**src/rtl/branch_resolve_unit_pkg.sv**
```systemverilog
// Shared constants and helpers for the EX-stage branch resolver.
// Latency: n/a (package only).
// Backpressure: n/a.
//
// Contents: RV32I control-flow opcodes, B-type func3 codes, 2-bit counter
// encodings, the forwarding-select width helper, and the counter update rule.
package bru_pkg;

    localparam logic [6:0] OP_BRANCH = 7'b1100011;
    localparam logic [6:0] OP_JAL    = 7'b1101111;
    localparam logic [6:0] OP_JALR   = 7'b1100111;

    localparam logic [2:0] F3_BEQ  = 3'b000;
    localparam logic [2:0] F3_BNE  = 3'b001;
    localparam logic [2:0] F3_BLT  = 3'b100;
    localparam logic [2:0] F3_BGE  = 3'b101;
    localparam logic [2:0] F3_BLTU = 3'b110;
    localparam logic [2:0] F3_BGEU = 3'b111;

    // 2-bit saturating direction counter; MSB is the prediction.
    localparam logic [1:0] CTR_SNT = 2'b00;
    localparam logic [1:0] CTR_WNT = 2'b01;
    localparam logic [1:0] CTR_WT  = 2'b10;
    localparam logic [1:0] CTR_ST  = 2'b11;

    // Select 0 is the register file, 1..num_fwd the forwarding sources.
    function automatic int sel_w(input int num_fwd);
        return $clog2(num_fwd + 1);
    endfunction

    function automatic logic [1:0] ctr_next(input logic [1:0] ctr, input logic taken);
        logic [1:0] nxt;
        nxt = ctr;
        if (taken && ctr != CTR_ST) begin
            nxt = ctr + 2'd1;
        end else if (!taken && ctr != CTR_SNT) begin
            nxt = ctr - 2'd1;
        end
        return nxt;
    endfunction

endpackage

```
**src/rtl/branch_resolve_unit_if.sv**
```systemverilog
// Bundle of the EX-stage request, fetch predictor lookup and resolver results.
// Latency: n/a (wires only).
// Backpressure: none; stall/flush_in are carried here and honoured by the resolver.
//
// master: the pipeline side (drives EX instruction, operands, fetch_pc).
// slave : the resolver (drives fetch_pred and the registered result pulses).
interface branch_resolve_unit_if #(
    parameter int XLEN    = 32,
    parameter int NUM_FWD = 4
);
    localparam int SELW = bru_pkg::sel_w(NUM_FWD);

    logic                    in_valid;
    logic                    stall;
    logic                    flush_in;
    logic [XLEN-1:0]         pc;
    logic [6:0]              opcode;
    logic [2:0]              func3;
    logic [XLEN-1:0]         imm;
    logic [XLEN-1:0]         rs1_data;
    logic [XLEN-1:0]         rs2_data;
    logic [NUM_FWD*XLEN-1:0] fwd_data;
    logic [SELW-1:0]         fwd_sel1;
    logic [SELW-1:0]         fwd_sel2;
    logic                    pred_taken;
    logic [XLEN-1:0]         fetch_pc;
    logic                    fetch_pred;
    logic                    redirect_valid;
    logic [XLEN-1:0]         redirect_pc;
    logic [XLEN-1:0]         link_data;
    logic                    b_en;
    logic                    jal_en;
    logic                    jalr_en;
    logic                    br_en;
    logic                    misalign_exc;

    modport master (
        output in_valid, stall, flush_in, pc, opcode, func3, imm, rs1_data, rs2_data,
               fwd_data, fwd_sel1, fwd_sel2, pred_taken, fetch_pc,
        input  fetch_pred, redirect_valid, redirect_pc, link_data, b_en, jal_en, jalr_en,
               br_en, misalign_exc
    );

    modport slave (
        input  in_valid, stall, flush_in, pc, opcode, func3, imm, rs1_data, rs2_data,
               fwd_data, fwd_sel1, fwd_sel2, pred_taken, fetch_pc,
        output fetch_pred, redirect_valid, redirect_pc, link_data, b_en, jal_en, jalr_en,
               br_en, misalign_exc
    );

endinterface

```
**src/rtl/branch_resolve_unit_bht.sv**
```systemverilog
// Branch history table: array of 2-bit saturating counters, reset to weakly not-taken.
// Latency: read is combinational; update lands on the next rising edge.
// Backpressure: none; caller gates upd_en_i.
//
// Ports: clk, rst (async, active-high), rd_idx_i -> rd_ctr_o (current value, so a
// same-cycle read of an index being updated returns the pre-update counter),
// upd_en_i / upd_idx_i / upd_taken_i train one entry per cycle.
module bru_bht
    import bru_pkg::*;
#(
    parameter int DEPTH = 64,
    localparam int IDXW = $clog2(DEPTH)
) (
    input  logic            clk,
    input  logic            rst,
    input  logic [IDXW-1:0] rd_idx_i,
    output logic [1:0]      rd_ctr_o,
    input  logic            upd_en_i,
    input  logic [IDXW-1:0] upd_idx_i,
    input  logic            upd_taken_i
);

    logic [1:0] ctr_q [DEPTH];

    assign rd_ctr_o = ctr_q[rd_idx_i];

    always_ff @(posedge clk or posedge rst) begin
        if (rst) begin
            for (int i = 0; i < DEPTH; i++) begin
                ctr_q[i] <= CTR_WNT;
            end
        end else if (upd_en_i) begin
            ctr_q[upd_idx_i] <= ctr_next(ctr_q[upd_idx_i], upd_taken_i);
        end
    end

endmodule

```
**src/rtl/branch_resolve_unit.sv**
```systemverilog
// EX-stage branch/jump resolver: operand forwarding, B-type compare, JAL/JALR targets, redirect.
// Latency: 1 cycle from capture to the registered result pulses; fetch_pred is combinational.
// Backpressure: stall or flush_in blocks capture and BHT training; outputs then pulse 0.
//
// Ports: clk, rst (async, active-high) and bus (branch_resolve_unit_if.slave).
// Build option BRU_PREDICTOR_EN: when defined, a BHT predicts fetch_pc and B-type
// redirects fire only on misprediction; when undefined, fetch predicts not-taken and
// every taken B-type redirects.
// redirect_pc carries the resolved next PC of any captured control-flow instruction,
// even when redirect_valid is low (e.g. misaligned target), so the faulting address is visible.
module branch_resolve_unit
    import bru_pkg::*;
#(
    parameter int XLEN      = 32,
    parameter int NUM_FWD   = 4,
    parameter int BHT_DEPTH = 64
) (
    input logic                  clk,
    input logic                  rst,
    branch_resolve_unit_if.slave bus
);

    localparam int IDXW = $clog2(BHT_DEPTH);

    logic            capture;
    logic            is_b;
    logic            is_jal;
    logic            is_jalr;
    logic            is_ctl;
    logic            br_taken;
    logic            mispredict;
    logic [XLEN-1:0] op1;
    logic [XLEN-1:0] op2;
    logic [XLEN-1:0] seq_pc;
    logic [XLEN-1:0] pc_tgt;
    logic [XLEN-1:0] jalr_sum;
    logic [XLEN-1:0] next_pc;

    logic            redirect_valid_d, redirect_valid_q;
    logic [XLEN-1:0] redirect_pc_d,    redirect_pc_q;
    logic [XLEN-1:0] link_data_d,      link_data_q;
    logic            b_en_d,           b_en_q;
    logic            jal_en_d,         jal_en_q;
    logic            jalr_en_d,        jalr_en_q;
    logic            br_en_d,          br_en_q;
    logic            misalign_d,       misalign_q;

    assign capture = bus.in_valid & ~bus.stall & ~bus.flush_in;
    assign is_b    = (bus.opcode == OP_BRANCH);
    assign is_jal  = (bus.opcode == OP_JAL);
    assign is_jalr = (bus.opcode == OP_JALR);
    assign is_ctl  = is_b | is_jal | is_jalr;

    // Selects beyond NUM_FWD match no source and fall back to the register file.
    always_comb begin
        op1 = bus.rs1_data;
        op2 = bus.rs2_data;
        for (int k = 0; k < NUM_FWD; k++) begin
            if (int'(bus.fwd_sel1) == k + 1) begin
                op1 = bus.fwd_data[k*XLEN +: XLEN];
            end
            if (int'(bus.fwd_sel2) == k + 1) begin
                op2 = bus.fwd_data[k*XLEN +: XLEN];
            end
        end
    end

    always_comb begin
        case (bus.func3)
            F3_BEQ:  br_taken = (op1 == op2);
            F3_BNE:  br_taken = (op1 != op2);
            F3_BLT:  br_taken = ($signed(op1) <  $signed(op2));
            F3_BGE:  br_taken = ($signed(op1) >= $signed(op2));
            F3_BLTU: br_taken = (op1 <  op2);
            F3_BGEU: br_taken = (op1 >= op2);
            default: br_taken = 1'b0;
        endcase
    end

    // All target arithmetic wraps modulo 2^XLEN.
    assign seq_pc   = bus.pc + XLEN'(4);
    assign pc_tgt   = bus.pc + bus.imm;
    assign jalr_sum = op1 + bus.imm;

    always_comb begin
        if (is_jalr) begin
            next_pc = {jalr_sum[XLEN-1:1], 1'b0};
        end else if (is_b && !br_taken) begin
            next_pc = seq_pc;
        end else begin
            next_pc = pc_tgt;
        end
    end

`ifdef BRU_PREDICTOR_EN
    logic [1:0] fetch_ctr;
    logic       unused_bht;

    bru_bht #(
        .DEPTH (BHT_DEPTH)
    ) u_bht (
        .clk         (clk),
        .rst         (rst),
        .rd_idx_i    (bus.fetch_pc[IDXW+1:2]),
        .rd_ctr_o    (fetch_ctr),
        .upd_en_i    (capture & is_b),
        .upd_idx_i   (bus.pc[IDXW+1:2]),
        .upd_taken_i (br_taken)
    );

    assign bus.fetch_pred = fetch_ctr[1];
    assign mispredict     = br_taken ^ bus.pred_taken;
    assign unused_bht     = ^{fetch_ctr[0], bus.fetch_pc[XLEN-1:IDXW+2], bus.fetch_pc[1:0]};
`else
    logic unused_pred;

    // Static not-taken: any taken branch is a misprediction.
    assign bus.fetch_pred = 1'b0;
    assign mispredict     = br_taken;
    assign unused_pred    = ^{bus.fetch_pc, bus.pred_taken, IDXW[0]};
`endif

    always_comb begin
        redirect_valid_d = 1'b0;
        redirect_pc_d    = '0;
        link_data_d      = '0;
        b_en_d           = 1'b0;
        jal_en_d         = 1'b0;
        jalr_en_d        = 1'b0;
        br_en_d          = 1'b0;
        misalign_d       = 1'b0;
        if (capture && is_ctl) begin
            b_en_d        = is_b;
            jal_en_d      = is_jal;
            jalr_en_d     = is_jalr;
            br_en_d       = is_b & br_taken;
            link_data_d   = is_b ? '0 : seq_pc;
            redirect_pc_d = next_pc;
            // Only a taken path can fault; a not-taken branch falls through to pc+4.
            misalign_d    = (!is_b || br_taken) && next_pc[1];
            redirect_valid_d = !misalign_d && (is_b ? mispredict : 1'b1);
        end
    end

    always_ff @(posedge clk or posedge rst) begin
        if (rst) begin
            redirect_valid_q <= 1'b0;
            redirect_pc_q    <= '0;
            link_data_q      <= '0;
            b_en_q           <= 1'b0;
            jal_en_q         <= 1'b0;
            jalr_en_q        <= 1'b0;
            br_en_q          <= 1'b0;
            misalign_q       <= 1'b0;
        end else begin
            redirect_valid_q <= redirect_valid_d;
            redirect_pc_q    <= redirect_pc_d;
            link_data_q      <= link_data_d;
            b_en_q           <= b_en_d;
            jal_en_q         <= jal_en_d;
            jalr_en_q        <= jalr_en_d;
            br_en_q          <= br_en_d;
            misalign_q       <= misalign_d;
        end
    end

    assign bus.redirect_valid = redirect_valid_q;
    assign bus.redirect_pc    = redirect_pc_q;
    assign bus.link_data      = link_data_q;
    assign bus.b_en           = b_en_q;
    assign bus.jal_en         = jal_en_q;
    assign bus.jalr_en        = jalr_en_q;
    assign bus.br_en          = br_en_q;
    assign bus.misalign_exc   = misalign_q;

endmodule
```
**src/flat_wrapper.sv**
```systemverilog
// flat-port wrapper written by rule: the top's interface ports become plain ports
module branch_resolve_unit_flat import bru_pkg::*;
#(
    parameter int XLEN      = 32,
    parameter int NUM_FWD   = 4,
    parameter int BHT_DEPTH = 64
)
  (clk, rst, bus_in_valid, bus_stall, bus_flush_in, bus_pc, bus_opcode, bus_func3, bus_imm, bus_rs1_data, bus_rs2_data, bus_fwd_data, bus_fwd_sel1, bus_fwd_sel2, bus_pred_taken, bus_fetch_pc, bus_fetch_pred, bus_redirect_valid, bus_redirect_pc, bus_link_data, bus_b_en, bus_jal_en, bus_jalr_en, bus_br_en, bus_misalign_exc);
  branch_resolve_unit_if #(.XLEN(XLEN), .NUM_FWD(NUM_FWD)) bus_i ();
  input logic clk;
  input logic rst;
  input wire logic [$bits(bus_i.in_valid)-1:0] bus_in_valid;
  input wire logic [$bits(bus_i.stall)-1:0] bus_stall;
  input wire logic [$bits(bus_i.flush_in)-1:0] bus_flush_in;
  input wire logic [$bits(bus_i.pc)-1:0] bus_pc;
  input wire logic [$bits(bus_i.opcode)-1:0] bus_opcode;
  input wire logic [$bits(bus_i.func3)-1:0] bus_func3;
  input wire logic [$bits(bus_i.imm)-1:0] bus_imm;
  input wire logic [$bits(bus_i.rs1_data)-1:0] bus_rs1_data;
  input wire logic [$bits(bus_i.rs2_data)-1:0] bus_rs2_data;
  input wire logic [$bits(bus_i.fwd_data)-1:0] bus_fwd_data;
  input wire logic [$bits(bus_i.fwd_sel1)-1:0] bus_fwd_sel1;
  input wire logic [$bits(bus_i.fwd_sel2)-1:0] bus_fwd_sel2;
  input wire logic [$bits(bus_i.pred_taken)-1:0] bus_pred_taken;
  input wire logic [$bits(bus_i.fetch_pc)-1:0] bus_fetch_pc;
  output wire logic [$bits(bus_i.fetch_pred)-1:0] bus_fetch_pred;
  output wire logic [$bits(bus_i.redirect_valid)-1:0] bus_redirect_valid;
  output wire logic [$bits(bus_i.redirect_pc)-1:0] bus_redirect_pc;
  output wire logic [$bits(bus_i.link_data)-1:0] bus_link_data;
  output wire logic [$bits(bus_i.b_en)-1:0] bus_b_en;
  output wire logic [$bits(bus_i.jal_en)-1:0] bus_jal_en;
  output wire logic [$bits(bus_i.jalr_en)-1:0] bus_jalr_en;
  output wire logic [$bits(bus_i.br_en)-1:0] bus_br_en;
  output wire logic [$bits(bus_i.misalign_exc)-1:0] bus_misalign_exc;
  assign bus_i.in_valid = bus_in_valid;
  assign bus_i.stall = bus_stall;
  assign bus_i.flush_in = bus_flush_in;
  assign bus_i.pc = bus_pc;
  assign bus_i.opcode = bus_opcode;
  assign bus_i.func3 = bus_func3;
  assign bus_i.imm = bus_imm;
  assign bus_i.rs1_data = bus_rs1_data;
  assign bus_i.rs2_data = bus_rs2_data;
  assign bus_i.fwd_data = bus_fwd_data;
  assign bus_i.fwd_sel1 = bus_fwd_sel1;
  assign bus_i.fwd_sel2 = bus_fwd_sel2;
  assign bus_i.pred_taken = bus_pred_taken;
  assign bus_i.fetch_pc = bus_fetch_pc;
  assign bus_fetch_pred = bus_i.fetch_pred;
  assign bus_redirect_valid = bus_i.redirect_valid;
  assign bus_redirect_pc = bus_i.redirect_pc;
  assign bus_link_data = bus_i.link_data;
  assign bus_b_en = bus_i.b_en;
  assign bus_jal_en = bus_i.jal_en;
  assign bus_jalr_en = bus_i.jalr_en;
  assign bus_br_en = bus_i.br_en;
  assign bus_misalign_exc = bus_i.misalign_exc;
  branch_resolve_unit #(.XLEN(XLEN), .NUM_FWD(NUM_FWD), .BHT_DEPTH(BHT_DEPTH)) u_core (.clk(clk), .rst(rst), .bus(bus_i));
endmodule
```
**config.mk**
```make
export PLATFORM = sky130hd
export DESIGN_NAME = branch_resolve_unit_flat
export DESIGN_NICKNAME = d
export VERILOG_FILES = /design/src/rtl/branch_resolve_unit_pkg.sv /design/src/rtl/branch_resolve_unit_if.sv /design/src/rtl/branch_resolve_unit_bht.sv /design/src/rtl/branch_resolve_unit.sv /design/src/flat_wrapper.sv
export SDC_FILE = /design/constraint.sdc
export NUM_CORES = 1
export LEC_CHECK = 0
export ABC_CLOCK_PERIOD_IN_PS = 2600
export BUFFER_PORTS_ARGS = -buffer_cell sky130_fd_sc_hd__clkbuf_2
export CORE_ASPECT_RATIO = 0.7
export CORE_MARGIN = 3
export CORE_UTILIZATION = 50
export CTS_CLUSTER_SIZE = 24
export DETAILED_ROUTE_END_ITERATION = 16
export PLACE_DENSITY = 0.92
export SLEW_MARGIN = 20
export SYNTH_ARGS = -nofsm -noshare
export SYNTH_HDL_FRONTEND = slang
export SYNTH_SLANG_ARGS = --single-unit
```
**constraint.sdc**
```tcl
create_clock -name clk -period 2.6 [get_ports clk]
set_input_delay 0.13 -clock clk [delete_from_list [all_inputs] [get_ports clk]]
set_output_delay 0.13 -clock clk [all_outputs]
set_load 0.1 [all_outputs]
```
==> results of run 1 <==
metal layers:
| layer | GRT usage [%] | vias up |
|---|---|---|
| li1 | - | 5986 |
| met1 | 51.1 | 6344 |
| met2 | 64.6 | 1367 |
| met3 | 12.2 | 448 |
| met4 | 20.3 | 2 |
| met5 | 0 | - |
metrics by stage:
step	cells	setup TNS [ns]
final	2132	-50.04
after global routing	2132	-54.00
after CTS	2114	-40.40
after detailed placement	2060	-59.10
after global placement	2060	-53.89
after floorplan	1302	-44.45
Yosys cell counts (3+ instances only):
library cell and instances:
ha_1 94, or3_1 5, and3b_1 3, mux2i_1 70, o21ai_1 7, a211o_1 3
a21o_1 33, nor2b_1 7, xnor2_1 36, xor2_1 43, nand3_1 31, a211oi_1 89
buf_2 4, o21bai_1 6, or3b_2 3, o21ai_0 42, and3_1 13, and4_1 5
clkbuf_1 57, nand4_1 18, o21a_1 7, nand2_1 82, o31ai_1 4, o211ai_1 11
o221ai_1 3, a22oi_1 3, and2_1 8, dfrtp_1 70, a221oi_1 4, a21oi_1 194
inv_1 21, buf_1 8, nor3_1 12, buf_12 3, a311oi_1 4, nor4_1 7
a31oi_1 9, nor3b_1 6, nor2_1 223, nand2b_1 7
where the power goes:
group / total (mW) / switching (mW) / internal [mW]
registers: 1.09 / 0.000741 / 1.09
logic: 3.43 / 1.81 / 1.62
clock network: 1.21 / 0.566 / 0.649
total: 5.74 / 2.38 / 3.36
worst max-delay path: cells and delay by family:
kind	cells	cell delay, ns
compound gates	6	0.66
fa+ha+maj	1	0.34
buf+inv	5	0.73
mux	2	0.46
simple gates	7	2.05
layout make-up:
class / instances / share of cell area [%]
clock buffer: 9 / 1.50
inverter: 21 / 0.524
multi-input combinational: 1137 / 54.4
tap: 236 / 1.96
antenna: 1 / 0.0166
sequential: 70 / 11.6
clock inverter: 7 / 0.324
timing repair buffer: 651 / 29.6
kinds of logic after synthesis:
logic type	Yosys count	synth area share (%)
compound gates	447	29.4
simple gates	443	20.9
fa+ha+maj	96	12.6
buf+inv	95	4.33
xor+xnor	79	7.17
mux	71	7.38
flops	70	18.1
other cells	1	0.0389
sequential cells by signal (all words and copies together) (netlist names):
register	count
u_core.bus.redirect_pc	32
u_core.bus.misalign_exc	1
u_core.bus.jalr_en	1
u_core.bus.redirect_valid	1
u_core.bus.br_en	1
u_core.bus.jal_en	1
u_core.bus.b_en	1
u_core.bus.link_data	32
final timing paths:
path,cells after the start,to,from,slack [ns]
max in group asynchronous,4,u_core.bus.link_data[17]$_DFF_PP0_,rst,1.48
setup / recovery,21,u_core.bus.redirect_pc[31]$_DFF_PP0_,bus_fwd_sel1[1],-1.59
hold / removal,2,u_core.bus.b_en$_DFF_PP0_,bus_opcode[3],0.02
min in group asynchronous,3,u_core.bus.redirect_valid$_DFF_PP0_,rst,0.44
repair_timing:
item,in CTS,in global routing
endpoints found under the setup margin,35,35
hold buffers,1,0
gates cloned,6,3
buffers inserted,31,20
gates resized for setup,67,90
hold endpoints to repair,30,0
pin swaps,27,44
==> results.py, run 1 <==
metrics = {
    "die": {
        "rows": 41,
        "die_y_um": 122,
        "io_pins": 381,
        "initial_core_util_pct": 52.3,
        "core_sq_um": 18500,
        "fp.dieW_um": 172,
        "design.die.area_sq_um": 21000,
    },
    "sta": {
        "slew_viol_final": 0,
        "finalSetupViolCount": 35,
        "fmax_mhz": 239,
        "post-route-period-util_pct": 161,
        "slew_headroom_pct": 47.8,
        "hold_violations": 0,
        "finalWorstSetupSlack_ns": -1.59,
        "fin_crit_ns": 4.19,
        "hold_slack_ns": 0.0238,
        "tightest_slew_ns": 0.783,
        "rsz0062_at_grt": "yes",
    },
    "finish": {
        "layout_common_cells": "clkbuf_2, buf_4, nor2_1, a21oi_1, ha_1",
        "layout-drive-gt1-share_pct": 42.7,
        "final_util_pct": 81.5,
        "final_net_count": 2296,
        "area_growth_pct": 55.9,
        "multi_input_area_sq_um": 8190,
        "layout_commonest_cell": "clkbuf_2",
        "num-fill-cells": 1109,
        "register_area_sq_um": 1750,
        "finish.instance_area_sq_um": 15100,
    },
    "yosys": {
        "ys.flop_type": "dfrtp_1",
        "synth_largest_area_cell": "dfrtp_1",
        "syn_area_sq_um": 9650,
        "synth_edf_count": 0,
        "synth_area_leaders": "dfrtp_1, ha_1, a21oi_1",
        "syn-instance-count": 1302,
        "synth_top_area_share_pct": 18.1,
        "async_flop_share_pct": 100,
        "yosysSeqAreaShare_pct": 18.1,
        "avgSynthCellArea_sq_um": 7.41,
        "synth_fp_nets": 1708,
        "yosysWarnings": 0,
        "yosys_register_bits": 70,
        "synthDistinctLibCells": 77,
    },
    "route": {
        "wl_met1_um": 17400,
        "drtIter0Drc": 2370,
        "drtAntennaViolNets": 0,
        "dr.pass1.iters": 9,
        "vias_per_cell": 6.64,
        "wl_met3_um": 6900,
        "routedWlPerCell_um": 22.8,
        "vias": 14147,
        "wl_met2_um": 20500,
        "finalWirelength_um": 48500,
        "highest_layer": "met5",
        "drc_errors": 0,
    },
    "critical_path": {
        "crit_slowest_cell": "or4_1",
        "critPathLaunchType": "primary input",
        "cp_data_required_time_ns": 2.81,
        "critPathMaxFanout": 7,
        "cpPeakStageDelay_ns": 0.53,
        "crit_chain": "clkbuf_8 -> nor3b_4 -> buf_6 -> clkbuf_16 -> buf_4 -> mux2i_1 -> a211oi_1 -> a21oi_1 -> a21oi_1 -> ha_1 -> nand4_1 -> nor2_2 -> nand3_4 -> buf_4 -> a2bb2oi_1 -> nor4_2 -> a311oi_4 -> and2_4 -> or4_1 -> mux2i_1 -> a221oi_2",
        "cp-end-kind": "flop",
        "arrival_ns": 4.40,
        "worstSetupPathType": "in -> reg",
    },
    "power": {
        "ir_drop_mv": 0.276,
        "p_leak_nw": 7.46,
        "power_density_nw_per_um2": 381,
        "finalPower_mw": 5.74,
    },
    "global_routing": {
        "first_global_vias": 13506,
        "grt_max_degree": 55,
        "grt_first_pass_wirelength_um": 68700,
        "overflow": 0,
        "antenna_found_initial": 2,
        "grt_util_all_layers_pct": 40.9,
    },
    "outcome": {
        "violations": "setup timing",
        "outcome": "finished with violations",
    },
    "place": {
        "dp_hpwl_um": 33300,
        "placed_cell_area_sq_um": 13500,
        "gp_congestion": 1.03,
        "post-place-ws_ns": -1.84,
        "io_buffers": 346,
    },
    "cts": {
        "clkSinkCount": 70,
        "clk_pin_slew_worst_paths_ns": 0.06,
        "clockBufferDepth": 2,
        "cts_tree": "yes",
        "htree_levels": 3,
        "root_buffer": "clkbuf_16",
        "numCtsBuffers": 9,
    },
    "job": {
        "cap_violations": 0,
    },
    "min_path": {
        "hold_path_class": "in -> reg",
    },
}
(Power assumes the default switching activity.)
==> inputs of run 2 (changes only) <==
--- a/config.mk
+++ b/config.mk
@@ -5,13 +5,14 @@
 export SDC_FILE = /design/constraint.sdc
 export NUM_CORES = 1
 export LEC_CHECK = 0
-export ABC_CLOCK_PERIOD_IN_PS = 2600
+export ABC_CLOCK_PERIOD_IN_PS = 4000
 export BUFFER_PORTS_ARGS = -buffer_cell sky130_fd_sc_hd__clkbuf_2
 export CORE_ASPECT_RATIO = 0.7
 export CORE_MARGIN = 3
 export CORE_UTILIZATION = 50
 export CTS_CLUSTER_SIZE = 24
 export DETAILED_ROUTE_END_ITERATION = 16
+export GPL_ROUTABILITY_DRIVEN = 0
 export PLACE_DENSITY = 0.92
 export SLEW_MARGIN = 20
 export SYNTH_ARGS = -nofsm -noshare
==> constraint.sdc (replaced) <==
create_clock -name clk -period 4 [get_ports clk]
set_input_delay 0.2 -clock clk [delete_from_list [all_inputs] [get_ports clk]]
set_output_delay 0.2 -clock clk [all_outputs]
set_load 0.1 [all_outputs]
==> results.py, run 2 (synthesized netlist as in run 1, its figures left out) <==
metrics = {
    "outcome": {
        "outcome": "finished with violations",
        "violations": "setup timing",
    },
    "route": {
        "vias_per_cell": 6.67,
        "finalWirelength_um": 46300,
        "routedWlPerCell_um": 22.8,
        "drtAntennaViolNets": 0,
        "dr.pass1.iters": 6,
        "drc_errors": 0,
        "vias": 13558,
        "drtIter0Drc": 1901,
    },
    "finish": {
        "finish.instance_area_sq_um": 14500,
        "diodes": 0,
        "final_util_pct": 78.3,
        "stdcell_count": 2034,
        "layout_commonest_cell": "clkbuf_2",
        "area_growth_pct": 49.7,
        "final_net_count": 2199,
        "layout-drive-gt1-share_pct": 40.9,
        "layout_common_cells": "clkbuf_2, nor2_1, buf_4, a21oi_1, ha_1",
    },
    "die": {
        "io_pins": 381,
        "die_y_um": 122,
        "design.die.area_sq_um": 21000,
        "rows": 41,
        "fp.dieW_um": 172,
        "initial_core_util_pct": 52.3,
        "core_sq_um": 18500,
    },
    "sta": {
        "finalSetupViolCount": 35,
        "tightest_slew_ns": 1.05,
        "fmax_mhz": 223,
        "rsz0062_at_grt": "yes",
        "finalSetupTns_ns": -9.34,
        "fin_crit_ns": 4.48,
        "finalWorstSetupSlack_ns": -0.478,
        "slew_viol_final": 0,
        "hold_violations": 0,
        "post-route-period-util_pct": 112,
        "slew_headroom_pct": 29.5,
    },
    "cts": {
        "clockBufferDepth": 2,
        "cts_tree": "yes",
        "clk_pin_slew_worst_paths_ns": 0.08,
        "htree_levels": 3,
        "numCtsBuffers": 9,
        "root_buffer": "clkbuf_16",
        "clkSinkCount": 70,
    },
    "place": {
        "placed_cell_area_sq_um": 12700,
        "dp_cells": 1967,
        "io_buffers": 346,
        "dp_hpwl_um": 31500,
    },
    "global_routing": {
        "grt_max_degree": 46,
        "grt_util_all_layers_pct": 37.2,
        "overflow": 0,
        "first_global_vias": 12371,
        "antenna_found_initial": 1,
        "grt_first_pass_wirelength_um": 62200,
    },
    "job": {
        "cap_violations": 0,
    },
    "power": {
        "ir_drop_mv": 0.232,
        "power_density_nw_per_um2": 259,
        "p_leak_nw": 7.02,
    },
    "critical_path": {
        "critPathLaunchType": "primary input",
        "worstSetupPathType": "in -> reg",
        "critPathMaxFanout": 8,
        "arrival_ns": 4.71,
        "cp-end-kind": "flop",
        "cp_data_required_time_ns": 4.23,
    },
    "min_path": {
        "hold_path_class": "in -> async",
    },
}
-- run 2: cell types whose count changed in the layout (fill, tap and decap cells not counted), moves of 4 or more --
cell       change
a21oi_1       -14
a21oi_2       +15
buf_12         +5
buf_16         -4
buf_4         -92
buf_6          -7
clkbuf_16      +4
nand2_1        -4
-- run 2: critical path, stage by stage --
cell,delay [ns]
clkbuf_2,0.12
nor3b_4,0.26
clkbuf_16,0.22
buf_4,0.15
mux2i_1,0.23
a211oi_1,0.12
a21oi_1,0.21
nor2_1,0.10
a21oi_2,0.14
ha_1,0.27
nand4_1,0.17
buf_4,0.14
nor2_1,0.05
a21oi_1,0.20
nand2_1,0.10
or4_4,0.54
a311oi_4,0.35
buf_6,0.19
buf_12,0.11
nand2_8,0.09
buf_6,0.21
mux2i_1,0.15
nor2_1,0.07
a211oi_1,0.32
-- run 2: stage by stage --
stage          hold WS (ns)  worst slack [ns]  power, mW
2_1_floorplan         0.266           -0.0619       1.77
3_3_place_gp          0.419            -0.497       2.37
3_5_place_dp          0.434            -0.623       2.43
4_1_cts              0.0662           -0.0925       3.43
5_1_grt               0.113            -0.501       3.89
6_report             0.0362            -0.478       3.74
-- run 2: final cells by class --
class | instances | area, sq um
clock buffers | 9 | 225
repair buffers | 551 | 3710
flip-flops and latches | 70 | 1750
inverters | 21 | 78.8
multi-input cells | 1140 | 8290
fillers | 1177 | 4020
clock inverters | 7 | 105
well taps | 236 | 295
-- run 2: where the power goes --
group	switching (mW)	total, mW	internal, mW
logic	1.14	2.10	0.954
clock network	0.380	0.937	0.557
registers	0.000459	0.709	0.709
-- run 2: metal layers --
metal  up-vias  share of wire, %  track usage [%]
li1       5790                 -                -
met1      6130                36             49.2
met2      1270                42             58.1
met3       366                15             9.82
met4         2               6.7             14.9
met5         -             0.037                0
-- run 2: timing repair --
| item | CTS | global route |
|---|---|---|
| setup endpoints to repair | 32 | 34 |
| pin swaps | 6 | 70 |
| gates cloned | 4 | 5 |
| hold buffers | 0 | 0 |
| setup buffers | 13 | 34 |
| resized for setup | 52 | 150 |
-- run 2: final timing paths --
check                                start                                    to  slack [ns]  cells past startpoint
max                        bus_fwd_sel2[0]  u_core.bus.redirect_pc[25]$_DFF_PP0_       -0.48                     24
min                                    rst     u_core.bus.link_data[4]$_DFF_PP0_        0.04                      2
max in group asynchronous              rst    u_core.bus.link_data[18]$_DFF_PP0_        3.02                      3
min in group clk             bus_opcode[3]             u_core.bus.b_en$_DFF_PP0_        0.09                      2
